$ cat config.mk
export PLATFORM = sky130hd
export DESIGN_NAME = mem_arbiter_flat
export DESIGN_NICKNAME = d
export VERILOG_FILES = /design/src/rtl/mem_arbiter_pkg.sv /design/src/rtl/mem_arbiter_if.sv /design/src/rtl/mem_arbiter_rr2.sv /design/src/rtl/mem_arbiter.sv /design/src/flat_wrapper.sv
export SDC_FILE = /design/constraint.sdc
export NUM_CORES = 1
export LEC_CHECK = 0
export CAP_MARGIN = 10
export CORE_MARGIN = 3
export CORE_UTILIZATION = 37
export DETAILED_ROUTE_END_ITERATION = 12
export PLACE_DENSITY = 0.81
export SYNTH_ARGS = -nofsm -noshare
export SYNTH_HDL_FRONTEND = slang
export SYNTH_SLANG_ARGS = --single-unit
export TNS_END_PERCENT = 50
$ cat constraint.sdc
create_clock -name clk -period 2.1 [get_ports clk]
set_clock_uncertainty 0.1 [all_clocks]
set_input_delay 0.63 -clock clk [delete_from_list [all_inputs] [get_ports clk]]
set_output_delay 0.63 -clock clk [all_outputs]
set_load 0.005 [all_outputs]
$ cat src/rtl/mem_arbiter_pkg.sv
`default_nettype none
// ============================================================================
//  Module      : mem_arb_pkg
//  Description : Shared types and constants for the IFU/LSU memory arbiter.
//  Revision    : 1.0  initial release
// ============================================================================
package mem_arb_pkg;

    // Arbiter transaction phases
    typedef enum logic [1:0] {
        IDLE = 2'd0,
        REQ  = 2'd1,
        WAIT = 2'd2
    } arb_state_t;

    // Master identifiers, also used as the round-robin history bit
    localparam logic MST_IFU = 1'b0;
    localparam logic MST_LSU = 1'b1;

    // Instruction fetches always move a full word
    localparam logic [3:0] WMASK_WORD = 4'b1111;

endpackage
`default_nettype wire

$ cat src/rtl/mem_arbiter_if.sv
`default_nettype none
// ============================================================================
//  Module      : mem_arbiter_if
//  Description : IFU, LSU and memory-side handshake bundle of the arbiter.
//                slave  = arbiter view, master = environment (masters + pmem).
//  Revision    : 1.0  initial release
// ============================================================================
interface mem_arbiter_if #(
    parameter int ADDR_W = 32,
    parameter int DATA_W = 32
);
    // IFU side
    logic              ifu_req_valid;
    logic              ifu_req_ready;
    logic [ADDR_W-1:0] ifu_addr;
    logic              ifu_resp_valid;
    logic [DATA_W-1:0] ifu_rdata;
    // LSU side
    logic              lsu_req_valid;
    logic              lsu_req_ready;
    logic              lsu_wen;
    logic [ADDR_W-1:0] lsu_addr;
    logic [DATA_W-1:0] lsu_wdata;
    logic [3:0]        lsu_wmask;
    logic              lsu_resp_valid;
    logic [DATA_W-1:0] lsu_rdata;
    // Memory side
    logic              mem_req_valid;
    logic              mem_wen;
    logic [ADDR_W-1:0] mem_addr;
    logic [DATA_W-1:0] mem_wdata;
    logic [3:0]        mem_wmask;
    logic              mem_req_ready;
    logic              mem_resp_valid;
    logic [DATA_W-1:0] mem_rdata;
    logic              bus_err;

    modport slave (
        input  ifu_req_valid, ifu_addr,
        input  lsu_req_valid, lsu_wen, lsu_addr, lsu_wdata, lsu_wmask,
        input  mem_req_ready, mem_resp_valid, mem_rdata,
        output ifu_req_ready, ifu_resp_valid, ifu_rdata,
        output lsu_req_ready, lsu_resp_valid, lsu_rdata,
        output mem_req_valid, mem_wen, mem_addr, mem_wdata, mem_wmask,
        output bus_err
    );

    modport master (
        output ifu_req_valid, ifu_addr,
        output lsu_req_valid, lsu_wen, lsu_addr, lsu_wdata, lsu_wmask,
        output mem_req_ready, mem_resp_valid, mem_rdata,
        input  ifu_req_ready, ifu_resp_valid, ifu_rdata,
        input  lsu_req_ready, lsu_resp_valid, lsu_rdata,
        input  mem_req_valid, mem_wen, mem_addr, mem_wdata, mem_wmask,
        input  bus_err
    );
endinterface
`default_nettype wire

$ cat src/rtl/mem_arbiter_rr2.sv
`default_nettype none
// ============================================================================
//  Module      : arb_rr2
//  Description : Two-input round-robin picker. Purely combinational; the
//                history bit (last grant) is owned by the caller.
//  Revision    : 1.0  initial release
// ============================================================================
module arb_rr2
    import mem_arb_pkg::*;
(
    input  wire logic [1:0] i_req,   // [0] = IFU, [1] = LSU
    input  wire logic       i_last,  // master granted most recently
    output logic            o_grant  // winning master id
);

    // Single requester wins outright; a tie goes to whoever was not served last
    always_comb begin
        o_grant = MST_IFU;
        case (i_req)
            2'b01:   o_grant = MST_IFU;
            2'b10:   o_grant = MST_LSU;
            2'b11:   o_grant = (i_last == MST_IFU) ? MST_LSU : MST_IFU;
            default: o_grant = MST_IFU;
        endcase
    end

endmodule
`default_nettype wire

$ cat src/rtl/mem_arbiter.sv
`default_nettype none
// ============================================================================
//  Module      : mem_arbiter
//  Description : Shares one memory port between IFU and LSU. One outstanding
//                transaction, round-robin on contention, response watchdog.
//  Revision    : 1.0  initial release
// ============================================================================
module mem_arbiter
    import mem_arb_pkg::*;
#(
    parameter int ADDR_W  = 32,
    parameter int DATA_W  = 32,
    parameter int TIMEOUT = 255
) (
    input  wire logic      clk,
    input  wire logic      reset,
    mem_arbiter_if.slave   bus
);

    localparam logic [7:0] c_TIMEOUT = 8'(TIMEOUT);

    arb_state_t        r_state;
    logic              r_last;
    logic              r_owner;
    logic              r_mem_req_valid;
    logic              r_wen;
    logic [ADDR_W-1:0] r_addr;
    logic [DATA_W-1:0] r_wdata;
    logic [3:0]        r_wmask;
    logic [7:0]        r_cnt;
    logic              r_ifu_resp;
    logic              r_lsu_resp;
    logic              r_bus_err;
    logic [DATA_W-1:0] r_ifu_rdata;
    logic [DATA_W-1:0] r_lsu_rdata;

    logic [1:0]        w_req;
    logic              w_grant;
    logic              w_accept;

    assign w_req = {bus.lsu_req_valid, bus.ifu_req_valid};

    arb_rr2 u_rr (
        .i_req   (w_req),
        .i_last  (r_last),
        .o_grant (w_grant)
    );

    // A request is taken only while idle; ready is withheld during reset
    assign w_accept = (r_state == IDLE) && !reset && (w_req != 2'b00);

    assign bus.ifu_req_ready  = w_accept && (w_grant == MST_IFU);
    assign bus.lsu_req_ready  = w_accept && (w_grant == MST_LSU);
    assign bus.mem_req_valid  = r_mem_req_valid;
    assign bus.mem_wen        = r_wen;
    assign bus.mem_addr       = r_addr;
    assign bus.mem_wdata      = r_wdata;
    assign bus.mem_wmask      = r_wmask;
    assign bus.ifu_resp_valid = r_ifu_resp;
    assign bus.ifu_rdata      = r_ifu_rdata;
    assign bus.lsu_resp_valid = r_lsu_resp;
    assign bus.lsu_rdata      = r_lsu_rdata;
    assign bus.bus_err        = r_bus_err;

    // Transaction FSM: latch on accept, present to memory, await response or timeout
    always_ff @(posedge clk) begin
        if (reset) begin
            r_state         <= IDLE;
            r_last          <= MST_IFU;
            r_owner         <= MST_IFU;
            r_mem_req_valid <= 1'b0;
            r_wen           <= 1'b0;
            r_addr          <= '0;
            r_wdata         <= '0;
            r_wmask         <= '0;
            r_cnt           <= '0;
            r_ifu_resp      <= 1'b0;
            r_lsu_resp      <= 1'b0;
            r_bus_err       <= 1'b0;
            r_ifu_rdata     <= '0;
            r_lsu_rdata     <= '0;
        end else begin
            // Response and error flags are single-cycle pulses
            r_ifu_resp <= 1'b0;
            r_lsu_resp <= 1'b0;
            r_bus_err  <= 1'b0;
            case (r_state)
                IDLE: begin
                    if (w_accept) begin
                        r_owner <= w_grant;
                        r_last  <= w_grant;
                        if (w_grant == MST_LSU) begin
                            r_wen   <= bus.lsu_wen;
                            r_addr  <= bus.lsu_addr;
                            r_wdata <= bus.lsu_wdata;
                            r_wmask <= bus.lsu_wmask;
                        end else begin
                            r_wen   <= 1'b0;
                            r_addr  <= bus.ifu_addr;
                            r_wdata <= '0;
                            r_wmask <= WMASK_WORD;
                        end
                        r_mem_req_valid <= 1'b1;
                        r_state         <= REQ;
                    end
                end
                REQ: begin
                    if (bus.mem_req_ready) begin
                        r_mem_req_valid <= 1'b0;
                        r_cnt           <= '0;
                        r_state         <= WAIT;
                    end
                end
                WAIT: begin
                    // A real response takes priority over the watchdog
                    if (bus.mem_resp_valid || (r_cnt == c_TIMEOUT)) begin
                        if (r_owner == MST_LSU) begin
                            r_lsu_resp  <= 1'b1;
                            r_lsu_rdata <= bus.mem_resp_valid ? bus.mem_rdata : '0;
                        end else begin
                            r_ifu_resp  <= 1'b1;
                            r_ifu_rdata <= bus.mem_resp_valid ? bus.mem_rdata : '0;
                        end
                        r_bus_err <= !bus.mem_resp_valid;
                        r_state   <= IDLE;
                    end else begin
                        r_cnt <= r_cnt + 8'd1;
                    end
                end
                default: r_state <= IDLE;
            endcase
        end
    end

endmodule
`default_nettype wire

$ cat src/flat_wrapper.sv
// flat-port wrapper written by rule: the top's interface ports become plain ports
module mem_arbiter_flat import mem_arb_pkg::*;
#(
    parameter int ADDR_W  = 32,
    parameter int DATA_W  = 32,
    parameter int TIMEOUT = 255
)
  (clk, reset, bus_ifu_req_valid, bus_ifu_addr, bus_lsu_req_valid, bus_lsu_wen, bus_lsu_addr, bus_lsu_wdata, bus_lsu_wmask, bus_mem_req_ready, bus_mem_resp_valid, bus_mem_rdata, bus_ifu_req_ready, bus_ifu_resp_valid, bus_ifu_rdata, bus_lsu_req_ready, bus_lsu_resp_valid, bus_lsu_rdata, bus_mem_req_valid, bus_mem_wen, bus_mem_addr, bus_mem_wdata, bus_mem_wmask, bus_bus_err);
  mem_arbiter_if #(.ADDR_W(ADDR_W), .DATA_W(DATA_W)) bus_i ();
  input  wire logic clk;
  input  wire logic reset;
  input wire logic [$bits(bus_i.ifu_req_valid)-1:0] bus_ifu_req_valid;
  input wire logic [$bits(bus_i.ifu_addr)-1:0] bus_ifu_addr;
  input wire logic [$bits(bus_i.lsu_req_valid)-1:0] bus_lsu_req_valid;
  input wire logic [$bits(bus_i.lsu_wen)-1:0] bus_lsu_wen;
  input wire logic [$bits(bus_i.lsu_addr)-1:0] bus_lsu_addr;
  input wire logic [$bits(bus_i.lsu_wdata)-1:0] bus_lsu_wdata;
  input wire logic [$bits(bus_i.lsu_wmask)-1:0] bus_lsu_wmask;
  input wire logic [$bits(bus_i.mem_req_ready)-1:0] bus_mem_req_ready;
  input wire logic [$bits(bus_i.mem_resp_valid)-1:0] bus_mem_resp_valid;
  input wire logic [$bits(bus_i.mem_rdata)-1:0] bus_mem_rdata;
  output wire logic [$bits(bus_i.ifu_req_ready)-1:0] bus_ifu_req_ready;
  output wire logic [$bits(bus_i.ifu_resp_valid)-1:0] bus_ifu_resp_valid;
  output wire logic [$bits(bus_i.ifu_rdata)-1:0] bus_ifu_rdata;
  output wire logic [$bits(bus_i.lsu_req_ready)-1:0] bus_lsu_req_ready;
  output wire logic [$bits(bus_i.lsu_resp_valid)-1:0] bus_lsu_resp_valid;
  output wire logic [$bits(bus_i.lsu_rdata)-1:0] bus_lsu_rdata;
  output wire logic [$bits(bus_i.mem_req_valid)-1:0] bus_mem_req_valid;
  output wire logic [$bits(bus_i.mem_wen)-1:0] bus_mem_wen;
  output wire logic [$bits(bus_i.mem_addr)-1:0] bus_mem_addr;
  output wire logic [$bits(bus_i.mem_wdata)-1:0] bus_mem_wdata;
  output wire logic [$bits(bus_i.mem_wmask)-1:0] bus_mem_wmask;
  output wire logic [$bits(bus_i.bus_err)-1:0] bus_bus_err;
  assign bus_i.ifu_req_valid = bus_ifu_req_valid;
  assign bus_i.ifu_addr = bus_ifu_addr;
  assign bus_i.lsu_req_valid = bus_lsu_req_valid;
  assign bus_i.lsu_wen = bus_lsu_wen;
  assign bus_i.lsu_addr = bus_lsu_addr;
  assign bus_i.lsu_wdata = bus_lsu_wdata;
  assign bus_i.lsu_wmask = bus_lsu_wmask;
  assign bus_i.mem_req_ready = bus_mem_req_ready;
  assign bus_i.mem_resp_valid = bus_mem_resp_valid;
  assign bus_i.mem_rdata = bus_mem_rdata;
  assign bus_ifu_req_ready = bus_i.ifu_req_ready;
  assign bus_ifu_resp_valid = bus_i.ifu_resp_valid;
  assign bus_ifu_rdata = bus_i.ifu_rdata;
  assign bus_lsu_req_ready = bus_i.lsu_req_ready;
  assign bus_lsu_resp_valid = bus_i.lsu_resp_valid;
  assign bus_lsu_rdata = bus_i.lsu_rdata;
  assign bus_mem_req_valid = bus_i.mem_req_valid;
  assign bus_mem_wen = bus_i.mem_wen;
  assign bus_mem_addr = bus_i.mem_addr;
  assign bus_mem_wdata = bus_i.mem_wdata;
  assign bus_mem_wmask = bus_i.mem_wmask;
  assign bus_bus_err = bus_i.bus_err;
  mem_arbiter #(.ADDR_W(ADDR_W), .DATA_W(DATA_W), .TIMEOUT(TIMEOUT)) u_core (.clk(clk), .reset(reset), .bus(bus_i));
endmodule
## After elaboration in Yosys (flattened, before gate mapping)

Index checks and enable logic that the tools add are counted.

- Register bits: 148
- Input bits: 139
- Output and inout port bits: 139
- Word-level logic and storage cells: 63

- Add/sub/neg operators: 1
- Equal/unequal tests: 9
- Muxes and demuxes: 18
- Bitwise logic cells: 4
- Reduce and logical (&&, ||, !) cells: 18

Operators by type and width:

| operator | number |
|---|---|
| two-way mux 32 bit | 3 |
| two-way mux 8 bit | 2 |
| case mux 8 bit (2 select lines) | 1 |
| AND reduction 3 bit | 5 |
| adder 8 x 1 -> 8 bit (second input constant) | 1 |
| == test 8 bit (second input constant) | 1 |
| == test 2 bit (second input constant) | 3 |
| two-way mux 2 bit | 3 |
| case mux 2 bit (3 select lines) | 1 |
| nonzero test 2 bit | 3 |
| two-way mux 1 bit | 5 |
| logical AND 1 bit | 4 |
| two-way mux 4 bit | 1 |
| != test 2 x 1 -> 1 bit (second input constant) | 2 |
| != test 2 bit (second input constant) | 2 |
| NOT 1 bit | 4 |
| case mux 1 bit (2 select lines) | 2 |
| OR reduction 3 bit | 1 |
| == test 2 x 1 -> 1 bit (second input constant) | 1 |
| logical NOT 1 bit | 2 |
| logical NOT 2 bit | 1 |
| AND reduction 2 bit | 1 |
| logical OR 1 bit | 1 |

## Longest topological paths before layout

Gate-level depths: netlist of run 1.

- Depth after elaboration: 5
- Depth in mapped cells: 7
- Depth with buffers taken out: 5

## By module

From an unflattened synthesis of run 1, not the netlist that was laid out.

- Cells, all modules: 496
- Area total of the unflattened synthesis: 5,456.5 um^2

Modules (own cells, without submodules):

| module | times used | cells an instance | area an instance (um^2) | sequential area each (um^2) |
|---|---|---|---|---|
| mem_arbiter | 1 | 495 | 5,445.2 | 2,962.8 |
| arb_rr2 | 1 | 1 | 11.3 | 0.0 |

## Worst setup path after synthesis of run 1

OpenSTA, ideal clock, no wires.

- Kind: input port to output port
- Start: input bus_lsu_req_valid
- End: output bus_ifu_req_ready
- Arrival time: 1.447 ns
- Required time: 1.370 ns
- Setup slack: -0.077 ns
- Cell stages on the path: 4
- Path buffers: 1
- Cells stage by stage: or2_1 -> nand2_1 -> clkbuf_1 -> nor3_1

- Cells in the longest elaborated chain, start to end: 4
- Elaborated cells on any way between the ends: 7
- Classes of those cells: 2 x eq/ne; 1 x mux; 1 x bitwise; 3 x reduce/logical

RTL lines:

| what | RTL line | text |
|---|---|---|
| start, declared | flat_wrapper.sv:14 | `input wire logic [$bits(bus_i.lsu_req_valid)-1:0] bus_lsu_req_valid;` |
| == test 2 bit | mem_arbiter_rr2.sv:19 | `case (i_req)` |
| case mux 1 bit (2 select lines) | mem_arbiter_rr2.sv:19 |  |
| NOT 1 bit | mem_arbiter.sv:52 | `assign bus.ifu_req_ready = w_accept && (w_grant == MST_IFU);` |
| logical AND 1 bit (*) | mem_arbiter.sv:52 |  |
| end, declared | flat_wrapper.sv:22 | `output wire logic [$bits(bus_i.ifu_req_ready)-1:0] bus_ifu_req_ready;` |

Mark *: on every way between the ends. The rest lies on a longest branch, timed or not.

## Worst setup path after layout of run 1

- Start: register u_core.r_state[1]
- End: output bus_lsu_req_ready

- Cells in the longest elaborated chain, start to end: 4

RTL lines:

| what | RTL line | text |
|---|---|---|
| start, declared | mem_arbiter.sv:22 | `arb_state_t r_state;` |
| start signal, assigned | mem_arbiter.sv:68 | `r_state <= IDLE;` |
| start signal, assigned | mem_arbiter.sv:104 | `r_state <= REQ;` |
| start signal, assigned | mem_arbiter.sv:111 | `r_state <= WAIT;` |
| logical NOT 2 bit | mem_arbiter.sv:50 | `assign w_accept = (r_state == IDLE) && !reset && (w_req != 2'b00);` |
| logical AND 1 bit (2 in a row) | mem_arbiter.sv:50 |  |
| logical AND 1 bit | mem_arbiter.sv:53 | `assign bus.lsu_req_ready = w_accept && (w_grant == MST_LSU);` |
| end, declared | flat_wrapper.sv:25 | `output wire logic [$bits(bus_i.lsu_req_ready)-1:0] bus_lsu_req_ready;` |

No other way between the ends.

==> results of run 1 <==
==> cell type report <==
| cell class | instances | share of cell area [%] |
|---|---|---|
| Multi-Input combinational cell | 459 | 27.6 |
| Inverter | 3 | 0.119 |
| Clock inverter | 12 | 1.28 |
| Tap cell | 211 | 2.78 |
| Timing Repair Buffer | 309 | 32.2 |
| Sequential cell | 148 | 31.2 |
| Clock buffer | 20 | 4.81 |
==> routing by layer <==
layer	vias to the layer above	part of all wire [%]
li1	3017	-
met4	0	1.2
met3	16	9.2
met2	244	47
met1	2735	42
met5	-	0
==> synthesized netlist by cell type (all sizes together), types with 2 or more instances <==
cell type  instances  share of area [%]
dfxtp            148                 50
nand2            103                6.5
a21oi            100                8.4
nor2              72                4.6
a311oi            64                9.4
clkbuf            37                2.3
a22oi             33                4.2
a211oi            32                4.3
buf               32                4.0
nand3              8               0.67
and3               6               0.63
a31oi              4               0.42
o211ai             4               0.51
o22ai              4               0.42
inv                3               0.19
nand4              3               0.32
or4                3               0.38
nor3               2               0.17
nor3b              2               0.25
nor4               2               0.21
o21a               2               0.25
o21ai              2               0.17
or2                2               0.21
==> placed cells by master, fill, tap and decap left out, types with 4 or more instances in the layout <==
cell	count
a22oi_1	33
clkdlybuf4s50_1	272
a211oi_1	29
clkbuf_16	17
nand3_1	8
and3_1	5
a311oi_1	64
nor2_1	71
buf_4	28
a21oi_1	100
dfxtp_1	145
clkinvlp_4	4
buf_12	5
o211ai_1	4
inv_6	4
nand2_1	102
a31oi_1	4
o22ai_1	4
==> final timing paths <==
| path | start | end | slack [ns] |
|---|---|---|---|
| max | u_core.r_state[1]$_SDFFE_PP0P_ | bus_lsu_req_ready | 0.02 |
| min | u_core.bus.mem_req_valid$_SDFFE_PP0P_ | u_core.bus.mem_req_valid$_SDFFE_PP0P_ | 0.36 |
| max reg2reg | u_core.r_state[1]$_SDFFE_PP0P_ | u_core.bus.ifu_rdata[29]$_SDFFE_PP0P_ | 0.23 |
| min reg2reg | u_core.bus.mem_req_valid$_SDFFE_PP0P_ | u_core.bus.mem_req_valid$_SDFFE_PP0P_ | 0.36 |
==> timing repair <==
action,4_1_cts,5_1_grt
endpoints found under the hold margin,0,0
setup buffers,0,1
pin swaps,2,1
setup endpoints to repair,20,3
resized for setup,16,6
==> flip-flops by register name, indices dropped and copies added (netlist names) <==
register,count
u_core.bus.ifu_rdata,32
u_core.bus.lsu_rdata,32
u_core.bus.mem_addr,32
u_core.bus.mem_wdata,32
u_core.r_cnt,8
u_core.bus.mem_wmask,4
u_core.r_state,2
u_core.bus.bus_err,1
u_core.bus.ifu_resp_valid,1
u_core.bus.lsu_resp_valid,1
u_core.bus.mem_req_valid,1
u_core.bus.mem_wen,1
u_core.r_owner,1
==> worst max-delay path, delay by kind of cell (launching register included) <==
family / cells / cell delay (ns)
buffers and inverters: 2 / 0.32
DFF: 1 / 0.34
and+or+nand+nor: 1 / 0.29
==> power groups by stage <==
stage / logic [mW] / clock network [mW] / registers (mW)
6_report: 1.14 / 2.95 / 3.02
5_1_grt: 1.24 / 3.16 / 3.03
4_1_cts: 1.14 / 3.02 / 3.02
3_5_place_dp: 1.13 / 0 / 3.08
3_3_place_gp: 1.12 / 0 / 3.07
2_1_floorplan: 0.437 / 0 / 3.08
==> cells by family (layout without fill, tap and decap cells) <==
| group | count (synthesis) | after routing |
|---|---|---|
| buffers and inverters | 72 | 344 |
| AOI/OAI and AO/OA | 249 | 249 |
| xor gates and xnor gates | 1 | 1 |
| DFF | 148 | 148 |
| adders and majority gates | 1 | 1 |
| and+or+nand+nor | 208 | 208 |
==> flow_summary.toml, run 1 <==
[clock_tree]
clkTransAtPathRegs_ns = 0.06
cts_buffers = 17
cts_tree = "built"
ctsHoldBuffers = 0
cts_root_buf = "clkbuf_16"
clock-sinks = 148
cts_buffer_depth = 2
clock_latency_ns = 0.41
htreeDepth = 4

[grt]
top_usage_layer = "met2"
grt_pass1_vias = 5616
grtUsageMet3_pct = 8.86
grt_pass1_wl_mm = 29.6
use_met1_pct = 25.0
grt_usage_pct = 20.4
grt_max_degree = 65
grt_antenna_before_repair = 0
grt_util_met2_pct = 33.4
gr-total-overflow = 0

[detailed_routing]
remaining_drc_errors = 0
dr.pass1.iters = 4
viasPerCell = 5.17
vias = 6012
drt_iter0_drc = 291
wl_per_cell_um = 16.2
wl_mm = 18.8
ant_nets = 0

[timing]
fmax_ghz = 0.481
final_hold_viol_count = 0
rsz0062_at_grt = "true"
final.min_clock_period_ns = 2.08
finalMaxSlewViolations = 0
setup_viol = 0
slew_headroom_pct = 54.5
worst_pin_slew_ns = 0.682
tns_ns = 0
min_period_over_period_pct = 99.0
whs_ns = 0.361
setup_slack_ns = 0.0203

[logic_synthesis]
synthArstFlopShare_pct = 0
synth_area_mm2 = 0.00594
synthXorXnorAreaFrac_pct = 0.147
synth-seq-cells = 148
synthesis.nets = 819
syn_inst = 679
synthMuxAreaShare_pct = 0
yosys_warnings = 0
synthAdderAreaFrac_pct = 0.211
synthFlopType = "dfxtp_1"
yosys.area_share.simple_pct = 14.5
synth_edf_count = 0
synth_top_family_by_area = "compound AO/OA/AOI/OAI gates"
synth.avg_cell_area_um2 = 8.75
synth-compound-area-share_pct = 28.7
ys_seq_area_share_pct = 49.9
yosysUniqueCellTypes = 39

[setup_path]
critPathKind = "flip-flop to primary output"
worstSetupStartpointType = "flip-flop"
crit_path_end_kind = "primary output"
reg2regPathDepth = 7
crit_arrival_ns = 1.35
required_ns = 1.37
path_cells = "buf_4 -> nor4_4 -> buf_2"
slowest_delay_ns = 0.34
path_max_fanout = 5
slowest_stage = "dfxtp_2"

[die]
die_w_um = 133
start_util_pct = 38.5
core_mm2 = 0.0154
row_count = 45
ioPinCount = 278
die_h_um = 133
die_area_mm2 = 0.0176

[placement]
hpwl_mm = 13.2
dp_cells = 1129
dpl-instance-area_mm2 = 0.00890
port_buffers = 277
place_ws_ns = -0.635
routabilityCongestion = 0.789

[cells_and_area]
antenna_cells = 0
multiInputGateArea_mm2 = 0.00262
final_nets = 1078
drive_above_1_share_pct = 8.83
postLayoutCellArea_mm2 = 0.00949
regArea_mm2 = 0.00297
area_growth_syn_to_layout_pct = 59.8
final_util_pct = 61.5
nFillCells = 1351
fin_cells = 1162

[pwr]
power.internal_mw = 5.29
p_switching_mw = 1.81
swShare_pct = 25.5
p_leak_nw = 3.26
pwr-share-comb_pct = 16.0
peakVddDrop_uv = 512
p_per_area_mw_per_mm2 = 748
seqPwrFrac_pct = 42.5
p_clk_share_pct = 41.6
finalPower_mw = 7.10

[hold_path]
hp-class = "flip-flop to flip-flop"
holdPathStages = 2

[flow_run]
max_cap_violations = 0

[outcome]
status = "finished, final reports clean"
Note: power is estimated with default switching activity, not from simulation.
==> run 2, diff against run 1 <==
--- a/config.mk
+++ b/config.mk
@@ -8,6 +8,7 @@
 export CAP_MARGIN = 10
 export CORE_MARGIN = 3
 export CORE_UTILIZATION = 37
+export CTS_CLUSTER_DIAMETER = 200
 export DETAILED_ROUTE_END_ITERATION = 12
 export PLACE_DENSITY = 0.81
 export SYNTH_ARGS = -nofsm -noshare
==> results of run 2 <==
Final layout, timing and power as in run 1 (identical DEF).
==> run 3, diff against run 2 <==
--- a/config.mk
+++ b/config.mk
@@ -14,4 +14,3 @@
 export SYNTH_ARGS = -nofsm -noshare
 export SYNTH_HDL_FRONTEND = slang
 export SYNTH_SLANG_ARGS = --single-unit
-export TNS_END_PERCENT = 50
==> flow_summary.toml, run 3 (synthesized netlist as in run 1, its figures left out) <==
[outcome]
status = "finished, final reports clean"

[flow_run]
max_cap_violations = 0

[cells_and_area]
final_nets = 1079
antenna_cells = 0
drive_above_1_share_pct = 9.14
layout_common_cells = "clkdlybuf4s50_1 (272), dfxtp_1 (144), nand2_1 (101), a21oi_1 (100), nor2_1 (71)"
layout_commonest_cell = "clkdlybuf4s50_1"
final_util_pct = 61.7
fin_cells = 1163
area_growth_syn_to_layout_pct = 60.2

[die]
die_area_mm2 = 0.0176
start_util_pct = 38.5
die_w_um = 133
die_h_um = 133
row_count = 45
ioPinCount = 278
core_mm2 = 0.0154

[setup_path]
path_max_fanout = 3
path_cells = "clkbuf_2 -> nand2_4 -> nand2_4 -> nor4_4 -> buf_2"
slowest_stage = "nor4_4"
crit_arrival_ns = 1.34
cp_common_cell = "nand2_4"
crit_path_end_kind = "primary output"
critPathKind = "input port to primary output"
required_ns = 1.37
slowest_delay_ns = 0.29
worstSetupStartpointType = "input port"
reg2regPathDepth = 7

[grt]
grt_usage_pct = 20.4
grt_pass1_wl_mm = 29.6
grt_max_degree = 65
grt_antenna_before_repair = 0
grt_pass1_vias = 5616
gr-total-overflow = 0

[clock_tree]
clkTransAtPathRegs_ns = 0.06
cts_buffers = 17
cts_root_buf = "clkbuf_16"
clock-sinks = 148
ctsHoldBuffers = 0
cts_tree = "built"
clock_latency_ns = 0.41
cts_buffer_depth = 2
htreeDepth = 4

[hold_path]
hp-class = "flip-flop to flip-flop"
holdPathStages = 2

[timing]
worst_pin_slew_ns = 0.667
finalMaxSlewViolations = 0
final.min_clock_period_ns = 2.07
min_period_over_period_pct = 98.8
setup_viol = 0
slew_headroom_pct = 55.5
rsz0062_at_grt = "true"
final_hold_viol_count = 0
fmax_ghz = 0.482

[placement]
hpwl_mm = 13.2
port_buffers = 277
dp_cells = 1129
routabilityCongestion = 0.789

[detailed_routing]
wl_per_cell_um = 16.3
ant_nets = 0
drt_iter0_drc = 331
viasPerCell = 5.20
wl_mm = 18.9
vias = 6043
remaining_drc_errors = 0
dr.pass1.iters = 4

[pwr]
peakVddDrop_uv = 517
p_per_area_mw_per_mm2 = 747
p_leak_nw = 3.28
## run 3: cell types whose count changed in the layout (fill, tap and decap cells not counted)
cell | before | now
nand2_2 | 1 | 0
nand2_1 | 102 | 101
buf_4 | 28 | 29
nand2_4 | 0 | 2
dfxtp_4 | 0 | 1
dfxtp_1 | 145 | 144
## run 3: per-layer routing
| layer | global-route usage [%] | share of wire [%] | vias to the layer above |
|---|---|---|---|
| li1 | - | - | 3019 |
| met1 | 25.0 | 42 | 2770 |
| met2 | 33.4 | 48 | 236 |
| met3 | 8.86 | 9.3 | 18 |
| met4 | 5.02 | 1.3 | 0 |
| met5 | 0 | 0 | - |
## run 3: critical path, delay by kind of cell
| family | cells | cell delay, ns |
|---|---|---|
| buffers and inverters | 2 | 0.28 |
| AND/OR/NAND/NOR | 3 | 0.44 |
## run 3: report_power, final
group | total (mW) | switching (mW) | internal [mW]
clock | 2.95 | 1.24 | 1.71
sequential | 3.02 | 0.0736 | 2.94
combinational | 1.14 | 0.508 | 0.635
## run 3: timing repair
item                                    in CTS  in global routing
endpoints found under the setup margin      20                  3
pin swaps                                    2                  3
resized for setup                           16                 11
buffers inserted                             0                  2
gates cloned                                 0                  0
## run 3: path summary, 6_finish.rpt
| path | start | slack, ns | to |
|---|---|---|---|
| max | bus_ifu_req_valid | 0.03 | bus_lsu_req_ready |
| min | u_core.bus.mem_req_valid$_SDFFE_PP0P_ | 0.36 | u_core.bus.mem_req_valid$_SDFFE_PP0P_ |
| max reg2reg | u_core.r_owner$_SDFFE_PP0P_ | 0.21 | u_core.bus.mem_wdata[15]$_SDFFE_PP0P_ |
| min reg2reg | u_core.bus.mem_req_valid$_SDFFE_PP0P_ | 0.36 | u_core.bus.mem_req_valid$_SDFFE_PP0P_ |
## run 3: cell type report
| class | count | area [µm²] |
|---|---|---|
| repair buffers | 310 | 3060 |
| multi-input cells | 459 | 2630 |
| clock buffers | 20 | 457 |
| fillers | 1341 | 5910 |
| clock inverters | 12 | 121 |
| inverters | 3 | 11.3 |
| flip-flops and latches | 148 | 2970 |
| well taps | 211 | 264 |
## run 3: per-stage QoR
stage	hold WS, ns	worst slack [ns]	setup TNS (ns)	area (µm²)	total power, mW
4_1_cts	0.367	0.00681	0	9490	7.18
3_5_place_dp	0.356	-0.635	-30.17	8900	4.21
3_3_place_gp	0.348	-0.633	-23.62	8900	4.19
5_1_grt	0.399	-0.0225	-0.0419	9520	7.44
2_1_floorplan	0.353	0.0113	0	5940	3.52
6_report	0.361	0.0253	0	9520	7.11
